==> src/rtl/dbg_trigger_unit.sv <==
// ============================================================================
// Module  : dbg_trigger_unit
// Brief   : Execute-address trigger unit (mcontrol-style) that feeds the debug
//           mode controller's breakpoint input. Optional NAPOT matching is
//           enabled by defining DBG_TRIG_NAPOT_EN.
// Revision: 1.0 - initial release
// ============================================================================
`default_nettype none

module dbg_trigger_unit #(
  parameter int NUM_TRIG = 2,
  parameter int PC_WIDTH = 32
) (
  input  logic                cpu_clk,
  input  logic                cpu_rst,
  input  logic                csr_wr_en,
  input  logic [11:0]         csr_addr,
  input  logic [31:0]         csr_wdata,
  output logic [31:0]         csr_rdata,
  input  logic                dec_valid,
  input  logic [PC_WIDTH-1:0] dec_pc,
  input  logic                dbg_mode,
  input  logic                resumereq_w1,
  output logic                breakpoint,
  output logic [2:0]          trig_hit_idx
);

  localparam int SEL_W = (NUM_TRIG > 1) ? $clog2(NUM_TRIG) : 1;

  localparam logic [11:0] c_tselect_addr = 12'h7A0;
  localparam logic [11:0] c_tdata1_addr  = 12'h7A1;
  localparam logic [11:0] c_tdata2_addr  = 12'h7A2;

  typedef enum logic [2:0] {
    ST_IDLE      = 3'd0,
    ST_FIRED     = 3'd1,
    ST_WAIT_HALT = 3'd2,
    ST_HALTED    = 3'd3,
    ST_SKIP      = 3'd4
  } state_e;

  state_e              state_q;
  logic                bp_q;
  logic [2:0]          idx_q;
  logic [SEL_W-1:0]    tsel_q;
  logic [NUM_TRIG-1:0] exec_q;
  logic [NUM_TRIG-1:0] hit_q;
  logic [NUM_TRIG-1:0] hit_d;
  logic [PC_WIDTH-1:0] tdata2_q [NUM_TRIG];
`ifdef DBG_TRIG_NAPOT_EN
  logic [NUM_TRIG-1:0] match_q;
`endif

  logic [NUM_TRIG-1:0] w_match;
  logic [2:0]          w_low_idx;
  logic                w_fire;
  logic                w_wr_sel;
  logic                w_wr_t1;
  logic                w_wr_t2;

`ifdef DBG_TRIG_NAPOT_EN
  // t ^ (t+1) sets exactly bits [k:0], k = trailing-ones count of t.
  function automatic logic napot_cmp(input logic [PC_WIDTH-1:0] pc,
                                     input logic [PC_WIDTH-1:0] t);
    logic [PC_WIDTH-1:0] care;
    care = ~(t ^ (t + PC_WIDTH'(1)));
    return ((pc ^ t) & care) == '0;
  endfunction
`endif

  always_comb begin
    w_match   = '0;
    w_low_idx = '0;
    for (int i = 0; i < NUM_TRIG; i++) begin
`ifdef DBG_TRIG_NAPOT_EN
      w_match[i] = exec_q[i] && dec_valid &&
                   (match_q[i] ? napot_cmp(dec_pc, tdata2_q[i])
                               : (dec_pc == tdata2_q[i]));
`else
      w_match[i] = exec_q[i] && dec_valid && (dec_pc == tdata2_q[i]);
`endif
    end
    for (int i = NUM_TRIG - 1; i >= 0; i--) begin
      if (w_match[i]) w_low_idx = 3'(i);
    end
  end

  assign w_fire   = (state_q == ST_IDLE) && !dbg_mode && (|w_match);
  assign w_wr_sel = csr_wr_en && (csr_addr == c_tselect_addr) &&
                    (csr_wdata < 32'(NUM_TRIG));
  assign w_wr_t1  = csr_wr_en && (csr_addr == c_tdata1_addr) && dbg_mode;
  assign w_wr_t2  = csr_wr_en && (csr_addr == c_tdata2_addr) && dbg_mode;

  // Hardware set is OR-ed in after the software value so it wins a collision.
  always_comb begin
    hit_d = hit_q;
    if (w_wr_t1) hit_d[tsel_q] = csr_wdata[20];
    if (w_fire)  hit_d = hit_d | w_match;
  end

  always_comb begin
    csr_rdata = '0;
    case (csr_addr)
      c_tselect_addr: csr_rdata = 32'(tsel_q);
      c_tdata1_addr: begin
        csr_rdata[31:28] = 4'h2;
        csr_rdata[27]    = 1'b1;
        csr_rdata[20]    = hit_q[tsel_q];
`ifdef DBG_TRIG_NAPOT_EN
        csr_rdata[7]     = match_q[tsel_q];
`endif
        csr_rdata[2]     = exec_q[tsel_q];
      end
      c_tdata2_addr: csr_rdata = 32'(tdata2_q[tsel_q]);
      default:       csr_rdata = '0;
    endcase
  end

  always_ff @(posedge cpu_clk or posedge cpu_rst) begin
    if (cpu_rst) begin
      state_q <= ST_IDLE;
      bp_q    <= 1'b0;
      idx_q   <= '0;
      tsel_q  <= '0;
      exec_q  <= '0;
      hit_q   <= '0;
`ifdef DBG_TRIG_NAPOT_EN
      match_q <= '0;
`endif
      for (int i = 0; i < NUM_TRIG; i++) tdata2_q[i] <= '0;
    end else begin
      hit_q <= hit_d;
      bp_q  <= 1'b0;
      if (w_wr_sel) tsel_q <= csr_wdata[SEL_W-1:0];
      if (w_wr_t1) begin
        exec_q[tsel_q]  <= csr_wdata[2];
`ifdef DBG_TRIG_NAPOT_EN
        match_q[tsel_q] <= (csr_wdata[10:7] == 4'd1);
`endif
      end
      if (w_wr_t2) tdata2_q[tsel_q] <= csr_wdata[PC_WIDTH-1:0];

      case (state_q)
        ST_IDLE: begin
          if (dbg_mode) begin
            state_q <= ST_HALTED;
          end else if (w_fire) begin
            state_q <= ST_FIRED;
            bp_q    <= 1'b1;
            idx_q   <= w_low_idx;
          end
        end
        ST_FIRED:     state_q <= ST_WAIT_HALT;
        ST_WAIT_HALT: if (dbg_mode) state_q <= ST_HALTED;
        ST_HALTED:    if (resumereq_w1 || !dbg_mode) state_q <= ST_SKIP;
        // The resumed instruction is swallowed here so it cannot re-trap.
        ST_SKIP:      if (dec_valid) state_q <= ST_IDLE;
        default:      state_q <= ST_IDLE;
      endcase
    end
  end

  assign breakpoint   = bp_q;
  assign trig_hit_idx = idx_q;

endmodule

`default_nettype wire

==> config.mk <==
export PLATFORM = sky130hd
export DESIGN_NAME = dbg_trigger_unit
export DESIGN_NICKNAME = d
export VERILOG_FILES = /design/src/rtl/dbg_trigger_unit.sv
export SDC_FILE = /design/constraint.sdc
export NUM_CORES = 1
export LEC_CHECK = 0
export BUFFER_PORTS_ARGS = -buffer_cell sky130_fd_sc_hd__buf_4
export CAP_MARGIN = 30
export CORE_MARGIN = 1
export CORE_UTILIZATION = 45
export DETAILED_ROUTE_END_ITERATION = 10
export PLACE_DENSITY = 0.73
export SYNTH_ARGS = -nofsm -noshare
export SYNTH_HDL_FRONTEND = slang
export SYNTH_SLANG_ARGS = --single-unit
==> constraint.sdc <==
create_clock -name cpu_clk -period 2.65 [get_ports cpu_clk]
set_clock_uncertainty 0.15 [all_clocks]
set_input_delay 0.53 -clock cpu_clk [delete_from_list [all_inputs] [get_ports cpu_clk]]
set_output_delay 0.53 -clock cpu_clk [all_outputs]
set_load 0.01 [all_outputs]
==> flow_summary.toml, run 1 <==
[run_status]
run_status = "finished clean"

[grt]
grt_max_degree = 34
grt_use_total_pct = 23.93
overflow = 0
antenna_found_initial = 0
grt_pass1_vias = 3381
grt_pass1_wl_microns = 17910

[timing]
hold_ws_ns = 0.1584
setup_violations = 0
timing.final.crit_share_pct = 98.06
fmax_ghz = 0.3848
slew_violations = 0
finalHoldViolCount = 0
fin_crit_ns = 2.598
rsz0062_at_grt = "yes"
slew-limit-headroom_pct = 51.82
worst_slew_pin_slew_ns = 0.7216

[logic_synthesis]
synth-seq-cells = 74
synthSimpleGateAreaFrac_pct = 11.06
synth_area_leaders = "dfrtp_1 (43%), xor2_1 (11%), mux2_4 (10%)"
synth_top_area_share_pct = 42.97
synthCells = 362
synth_cell_types = 38
synth-adder-area-share_pct = 0
ys_seq_area_share_pct = 42.97
synth_xor_area_share_pct = 13.01
syn_area_sq_mm = 0.004309
yosysWarnings = 0
synth_edf_count = 0
syn_avg_cell_area_sq_um = 11.90
synth.area.mux_share_pct = 28.25
synth_ff_type = "dfrtp_1"
synth_compound_area_share_pct = 1.597
synthArstFlopShare_pct = 100.0
synth_top_family_by_area = "multiplexers"
synth_top_area_cell = "dfrtp_1"

[cells_and_area]
drive_gt1_share_pct = 44.40
nets = 568
fin_util_pct = 60.49
n_antenna_cell = 0
multiInputGateArea_sq_mm = 0.002350
nFillCells = 781
area_growth_pct = 29.70
regArea_sq_mm = 0.001856

[placement]
port_buffers = 115
dp_hpwl_microns = 8730
gp_congestion = 0.8560

[clock_network]
clk_latency_ns = 0.34
clk_path_buf_depth = 2
path_clk_slew_ns = 0.07
cts_made_buffers = 9
cts_tree = "built"
numClockSinks = 74
htreeDepth = 3
cts-root-buf = "clkbuf_8"

[power]
intPower_w = 0.001762
p_sw_share_pct = 24.66
leakagePower_nw = 2.782
power.density_mw_per_mm2 = 418.4
power.switching_w = 0.0005767
pwr-share-clk_pct = 38.5
ir_drop_mv = 0.2654
p_seq_share_pct = 50.2
pwr-share-comb_pct = 11.4

[floorplan]
boundaryPins = 118
dieHeight_microns = 99.86
die-area_sq_mm = 0.009971
num_rows = 35
core_area_sq_mm = 0.009240
die_w_microns = 99.86
start_util_pct = 46.64

[drt]
num_vias = 3291
viasPerCell = 5.308
drtAntennaViolNets = 0
drcViolationCount = 0
routedWlPerCell_microns = 18.48
drt_pass1_iterations = 4
drt_wl_total_microns = 11460
dr.first_iter.drc_count = 169

[setup_path]
critPathRequiredTime_ns = 1.97
worst-path-max-fanout = 16
end_kind = "output pin"
cp-start-kind = "input port"
crit_arrival_ns = 1.92
path_class = "input port to output pin"

[min_path]
hp-class = "input port to asynchronous set/reset pin"

[job]
cap_violations = 0
## state kept, by name, indices dropped and copies added, names as in the netlist
register      count
tdata2_q         64
breakpoint        1
state_q           3
tsel_q            1
exec_q            2
trig_hit_idx      1
hit_q             2
## logic make-up after synthesis
logic type | count (synthesis)
xor+xnor | 64
other cells | 1
buf+inv | 20
compound gates | 11
flops | 74
mux | 102
simple gates | 90
## power by group through the flow
stage               Clock, W  Combinational (W)  Sequential [W]
floorplan                  0          0.0000982         0.00119
global placement           0           0.000260         0.00119
detailed placement         0           0.000266         0.00119
CTS                 0.000920           0.000267         0.00117
global route        0.000974           0.000290         0.00118
finish              0.000900           0.000266         0.00117
## cell usage after synthesis, types with 2 or more instances
cell / instances
o22ai_1: 2
buf_6: 6
nor2_1: 31
mux2_2: 33
xor2_1: 56
mux2_4: 30
buf_4: 2
dfrtp_1: 74
mux2i_1: 35
mux2_1: 4
inv_1: 3
buf_1: 2
nor3_1: 3
o21ai_0: 3
o41ai_1: 2
a21oi_1: 3
clkbuf_1: 5
xnor2_1: 8
nand3_1: 5
buf_2: 2
nand2_1: 8
nand4_1: 6
nor4_1: 24
## repair_timing
action / CTS / global route
hold buffers: 0 / 0
setup endpoints to repair: 0 / 19
gates resized for setup: 0 / 6
setup buffers: 0 / 2
endpoints found under the hold margin: 0 / 0
## placed cells by master (no fill, tap or decap), drive strengths merged, types with 2 or more instances in the layout
cell type / instances
xnor2: 8
nor4b: 2
dfrtp: 74
mux2: 67
clkbuf: 12
clkinvlp: 2
inv: 3
xor2: 56
o41ai: 2
buf: 129
nand4: 6
nand3: 5
conb: 2
nor3: 3
nor2: 32
o21ai: 3
a21oi: 3
mux2i: 35
nand2: 9
nor4: 24
o22ai: 2
## critical path: stages
cell	delay (ns)
buf_4	0.11
nor4b_2	0.25
nand4b_1	0.21
nor2_2	0.20
nand2_2	0.10
buf_4	0.21
nor2_1	0.15
buf_4	0.14
## per-stage QoR
| stage | setup TNS (ns) | setup slack (ns) | power, W | std cells | instance area [sq um] |
|---|---|---|---|---|---|
| 2_1_floorplan | 0 | 0.08838 | 0.001286 | 363 | 4313 |
| 3_3_place_gp | 0 | 0.02559 | 0.001451 | 602 | 5349 |
| 3_5_place_dp | -0.01836 | -0.007585 | 0.001460 | 602 | 5349 |
| 4_1_cts | 0 | 0.004606 | 0.002358 | 618 | 5554 |
| 5_1_grt | -0.6237 | -0.06206 | 0.002439 | 620 | 5589 |
| 6_report | 0 | 0.05153 | 0.002338 | 620 | 5589 |
## metal layers
metal	vias to the layer above	track usage [%]	share of wire (%)	routed length (microns)
li1	1533	-	-	-
met1	1627	33.45	45	5176
met2	120	38.14	47	5440
met3	11	3.760	5.8	668
met4	0	7.805	1.5	175
met5	-	0	0	0
## layout make-up
class | instances | share of cell area [%]
well taps | 129 | 2.888
clock inverters | 4 | 0.8955
inverters | 3 | 0.2015
multi-input cells | 269 | 42.04
clock buffers | 12 | 2.776
flip-flops and latches | 74 | 33.20
repair buffers | 129 | 18.00
## final timing paths
check                                   from  slack [ns]  cells after the start            end
worst max-delay path             csr_addr[3]        0.05                      8  csr_rdata[15]
worst max register to register  tdata2_q[44]        0.24                      7     state_q[0]
worst min-delay path                 cpu_rst        0.16                      2   tdata2_q[36]
max in group asynchronous            cpu_rst        1.54                      3         tsel_q
worst min register to register    state_q[2]        0.33                      1     state_q[1]
min in group cpu_clk               dec_valid        0.25                      2     state_q[2]
Power figures use the tool's default switching activity.
==> inputs of run 2 (changes only) <==
--- a/config.mk
+++ b/config.mk
@@ -7,6 +7,7 @@
 export LEC_CHECK = 0
 export BUFFER_PORTS_ARGS = -buffer_cell sky130_fd_sc_hd__buf_4
 export CAP_MARGIN = 30
+export CORE_ASPECT_RATIO = 1.4
 export CORE_MARGIN = 1
 export CORE_UTILIZATION = 45
 export DETAILED_ROUTE_END_ITERATION = 10
==> run 2 against run 1 <==
  * Core utilization rose by 1.7 points
  * Sequential share of layout area fell by 0.55 points
  * Fmax up 1.2%
  * Clock power up 29%
  * Global-route usage grew 0.41 points
  * Flip-flop and latch count unchanged
  * Critical path type unchanged
  * Non-clock buffer count rose by 2
  * Die area is essentially flat
  * The flow now finishes with violations (DRC)
  * Clock-buffer cell count increased by 2
  * Critical path depth down 2
  * Worst setup slack improved by 0.031 ns
==> flow_summary.toml, run 2 (synthesis gave the netlist of run 1 again) <==
[placement]
dpl_worst_slack_ns = -0.07550
dp_hpwl_microns = 8968
placed_area_sq_mm = 0.005336
gp_congestion = 0.7760
port_buffers = 115

[setup_path]
worst-path-buf-inv = 2
critPathRequiredTime_ns = 1.97
path_common_cell = "buf_4"
worst-path-max-fanout = 5
path_class = "input port to output pin"
slowest_stage = "or3b_4"
cpPeakStageDelay_ns = 0.47
crit_arrival_ns = 1.89
cp-start-kind = "input port"
crit_family = "simple AND/OR/NAND/NOR gates"
end_kind = "output pin"
cp_cell_sequence = "buf_4, nor4b_4, nand4b_1, or3b_4, o21ai_1, buf_4"

[floorplan]
core_area_sq_mm = 0.009131
boundaryPins = 118
dieHeight_microns = 117.8
die-area_sq_mm = 0.009977
die_w_microns = 84.71
num_rows = 41
start_util_pct = 47.19

[power]
p_total_w = 0.002603
leakagePower_nw = 2.847
power.density_mw_per_mm2 = 458.1
ir_drop_mv = 0.3186

[cells_and_area]
most-common-layout-cells = "buf_4 (126), dfrtp_1 (73), xor2_1 (56)"
largest_reg_flops = 64
fin_util_pct = 62.24
drive_gt1_share_pct = 45.23
area_growth_pct = 31.88
regArea_sq_mm = 0.001856
fin_area_sq_mm = 0.005683
multiInputGateArea_sq_mm = 0.002370
largestRegisters = "tdata2_q: 64 flops, state_q: 3 flops"
nets = 570
layout_commonest_cell = "buf_4"
n_antenna_cell = 0
nFillCells = 747
top_register = "tdata2_q"

[drt]
drcViolationCount = 2
drtAntennaViolNets = 0
dr.first_iter.drc_count = 153
drt_wl_total_microns = 11600
routedWlPerCell_microns = 19.34
viasPerCell = 5.393
num_vias = 3236
drt_pass1_iterations = 7

[timing]
finalHoldViolCount = 0
final.setup.worst_slack_ns = 0.08229
final.setup.tns_ns = 0
fmax_ghz = 0.3895
setup_violations = 0
fin_crit_ns = 2.568
slew-limit-headroom_pct = 56.90
worst_slew_pin_slew_ns = 0.6405
rsz0062_at_grt = "yes"
timing.final.crit_share_pct = 96.89
slew_violations = 0

[clock_network]
numClockSinks = 74
cts_tree = "built"
cts-root-buf = "clkbuf_16"
htreeDepth = 3
path_clk_slew_ns = 0.06
clk_latency_ns = 0.34
cts_hold_buf = 0
cts_made_buffers = 9
clk_path_buf_depth = 2

[grt]
grt_pass1_wl_microns = 18230
antenna_found_initial = 0
grt_max_degree = 40
overflow = 0
grt_pass1_vias = 3467
grt_use_total_pct = 24.35

[min_path]
hp-class = "input port to asynchronous set/reset pin"

[run_status]
violations = "DRC"
run_status = "finished, violations left"

[job]
cap_violations = 0
==> run 2: metrics by stage <==
step	hold slack (ns)	cells
after floorplan	0.2974	363
after global placement	0.3193	582
after detailed placement	0.3334	582
after CTS	0.07435	598
after global routing	0.1155	600
final	0.06834	600
==> run 2: where the power goes <==
group	internal, W	switching (W)	leakage [nW]	total (W)
Combinational	0.000131	0.000135	1.68	0.000266
Clock	0.000708	0.000455	0.143	0.00116
Sequential	0.00115	0.0000254	1.03	0.00117
==> run 2: per-layer routing <==
layer  part of all wire (%)  routed length, microns  track usage (%)  vias up
li1                       -                       -                -     1540
met1                     40                    4609            28.97     1583
met2                     53                    6176            43.04       97
met3                    4.6                     532            3.506       16
met4                    2.5                     285            10.91        0
met5                      0                       0                0        -
==> run 2: cell type report <==
class	count	area share, %
clock inverter	2	0.1761
sequential	74	32.65
timing repair buffer	131	18.10
inverter	3	0.1982
clock buffer	14	4.822
tap	107	2.356
multi-input combinational	269	41.70
==> run 2: path summary, 6_finish.rpt <==
path | slack, ns | to | cells after the start | startpoint
min reg2reg | 0.34 | state_q[1] | 1 | state_q[2]
min in group cpu_clk | 0.25 | state_q[2] | 2 | dec_valid
max | 0.08 | csr_rdata[29] | 6 | csr_addr[3]
max reg2reg | 0.29 | state_q[0] | 7 | tdata2_q[62]
min | 0.07 | tdata2_q[62] | 2 | cpu_rst
max in group asynchronous | 1.68 | tdata2_q[17] | 3 | cpu_rst
==> run 2: repair_timing <==
item	CTS	global route
gates resized for setup	1	13
pin swaps	0	5
buffers inserted	0	2
setup endpoints to repair	3	29
==> inputs of run 3 (changes only) <==
--- a/config.mk
+++ b/config.mk
@@ -5,13 +5,14 @@
 export SDC_FILE = /design/constraint.sdc
 export NUM_CORES = 1
 export LEC_CHECK = 0
+export ABC_AREA = 1
 export BUFFER_PORTS_ARGS = -buffer_cell sky130_fd_sc_hd__buf_4
 export CAP_MARGIN = 30
 export CORE_ASPECT_RATIO = 1.4
 export CORE_MARGIN = 1
 export CORE_UTILIZATION = 45
 export DETAILED_ROUTE_END_ITERATION = 10
-export PLACE_DENSITY = 0.73
+export PLACE_DENSITY = 0.72
 export SYNTH_ARGS = -nofsm -noshare
 export SYNTH_HDL_FRONTEND = slang
 export SYNTH_SLANG_ARGS = --single-unit
==> run 3 against run 2 <==
  * The run now ends clean
  * Area after synthesis increased by 14%
  * Critical path type unchanged
  * Critical path depth grew 2
  * Global-route usage shrank 1.3 points
  * Final cell count grew 72%
  * Worst hold slack lost 0.057 ns
  * First-iteration DRC count increased by 42%
  * Flip-flop and latch count unchanged
  * Power is 4.2% higher
==> flow_summary.toml, run 3 <==
[timing]
slew_violations = 0
rsz0062_at_grt = "no"
timing.final.crit_share_pct = 92.78
setup_violations = 0
fmax_ghz = 0.4067
final.setup.tns_ns = 0
finalHoldViolCount = 0
fin_crit_ns = 2.459

[grt]
grt_max_degree = 62
grt_use_total_pct = 23.03
grt_pass1_wl_microns = 20500
grt_pass1_vias = 4536
antenna_found_initial = 0
overflow = 0

[setup_path]
worst-path-max-fanout = 4
critPathRequiredTime_ns = 1.97
cp-start-kind = "input port"
r2r_slack_ns = 0.86
path_class = "input port to output pin"
end_kind = "output pin"
crit_arrival_ns = 1.78

[clock_network]
cts_hold_buf = 0
htreeDepth = 3
cts_made_buffers = 9
path_clk_slew_ns = 0.06
cts_tree = "built"
clk_path_buf_depth = 2
cts-root-buf = "clkbuf_16"
clk_latency_ns = 0.33
numClockSinks = 74

[logic_synthesis]
synthArstFlopShare_pct = 100.0
synth_cell_types = 27
synth_top_area_share_pct = 37.60
syn_area_sq_mm = 0.004925
synthCells = 772
synth_edf_count = 0
synth_ff_type = "dfrtp_1"
synth_area_leaders = "dfrtp_1 (38%), inv_1 (14%), nor2_1 (13%)"
syn_avg_cell_area_sq_um = 6.379
yosys.cell_count.top_type = "inv_1"
ys_seq_area_share_pct = 37.60
yosys-top-cells-count = "inv_1 (181), nor2_1 (165), nand2_1 (137)"
synth_top_area_cell = "dfrtp_1"
synth-seq-cells = 74
yosysWarnings = 0

[cells_and_area]
most-common-layout-cells = "inv_1 (180), nor2_1 (165), nand2_1 (137)"
largestRegisters = "tdata2_q: 64 flops, state_q: 3 flops"
layout.cells.non_filler = 1034
area_growth_pct = 26.63
n_antenna_cell = 0
layout_commonest_cell = "inv_1"
largest_reg_flops = 64
top_register = "tdata2_q"
drive_gt1_share_pct = 17.41
fin_util_pct = 59.31
nFillCells = 1076
nets = 973

[min_path]
hp-class = "input port to asynchronous set/reset pin"

[floorplan]
num_rows = 44
core_area_sq_mm = 0.01052
dieHeight_microns = 125.8
die_w_microns = 90.42
die-area_sq_mm = 0.01137
boundaryPins = 118
start_util_pct = 46.83

[power]
intPower_w = 0.002028
p_seq_share_pct = 43.1
pwr-share-comb_pct = 13.0
power.switching_w = 0.0006854
ir_drop_mv = 0.3471
p_sw_share_pct = 25.26
leakagePower_nw = 3.437
power.density_mw_per_mm2 = 435.1
pwr-share-clk_pct = 43.9

[drt]
drt_pass1_iterations = 5
routedWlPerCell_microns = 12.26
drcViolationCount = 0
num_vias = 4792
drtAntennaViolNets = 0
drt_wl_total_microns = 12680
dr.first_iter.drc_count = 218
viasPerCell = 4.634

[placement]
port_buffers = 115
dp_hpwl_microns = 9690
dp_cells = 1015
gp_congestion = 0.8595

[job]
cap_violations = 0

[run_status]
run_status = "finished clean"
[run 3: worst max-delay path, cell delays in order]
cell     delay (ns)
buf_4          0.11
nor2_1         0.29
nand3_1        0.14
nor3_2         0.24
inv_1          0.11
a21oi_1        0.13
a21o_1         0.11
buf_4          0.12
[run 3: timing repair]
action	4_1_cts	5_1_grt
endpoints found under the setup margin	0	2
gates resized for setup	0	1
setup buffers	0	3
[run 3: layer usage]
layer  track usage, %  wire (microns)  up-vias  share of wire, %
li1                 -               -     2555                 -
met1            25.14            5113     2113                40
met2            43.24            6802      101                54
met3            4.046             464       23               3.7
met4            9.962             296        0               2.3
met5                0               0        -                 0
[run 3: final timing paths]
check	startpoint	end	depth (start not counted)
setup / recovery	csr_addr[3]	csr_rdata[20]	8
hold / removal	cpu_rst	tdata2_q[42]	2
setup reg to reg	tsel_q	tdata2_q[48]	6
hold reg to reg	trig_hit_idx[0]	trig_hit_idx[0]	2
max in group asynchronous	cpu_rst	tsel_q	3
min in group cpu_clk	csr_wdata[23]	tdata2_q[23]	3
[run 3: cells by family after synthesis]
group | after synthesis | synth area share [%]
AO/OA/AOI/OAI | 123 | 12.65
XOR/XNOR | 18 | 3.201
buffers and inverters | 206 | 17.23
flip-flops | 74 | 37.60
other | 1 | 0.07615
AND/OR/NAND/NOR | 350 | 29.24
[run 3: power groups by stage]
stage          clock [W]  sequential, W  combinational [W]
6_report         0.00119        0.00117           0.000353
5_1_grt          0.00126        0.00117           0.000400
4_1_cts          0.00121        0.00117           0.000356
3_5_place_dp           0        0.00119           0.000354
3_3_place_gp           0        0.00119           0.000352
2_1_floorplan          0        0.00119           0.000180
[run 3: metrics by stage]
| stage | power [W] | hold slack [ns] | area (sq um) | worst slack, ns |
|---|---|---|---|---|
| 6_report | 0.002713 | 0.01128 | 6236 | 0.1914 |
| 4_1_cts | 0.002737 | 0.008421 | 6208 | 0.06458 |
| 3_5_place_dp | 0.001544 | 0.3384 | 5923 | 0.06637 |
| 3_3_place_gp | 0.001540 | 0.3333 | 5923 | 0.09484 |
| 2_1_floorplan | 0.001366 | 0.3175 | 4928 | 0.08838 |
| 5_1_grt | 0.002837 | 0.01717 | 6236 | 0.05748 |
[run 3: cell type report]
cell class	count	area, sq um	area share [%]
clock buffer	9	225.2	3.612
clock inverter	7	60.06	0.9631
inverter	182	683.2	10.96
multi-input combinational	493	2233	35.81
sequential	74	1853	29.72
tap	138	172.7	2.769
timing repair buffer	131	1008	16.17
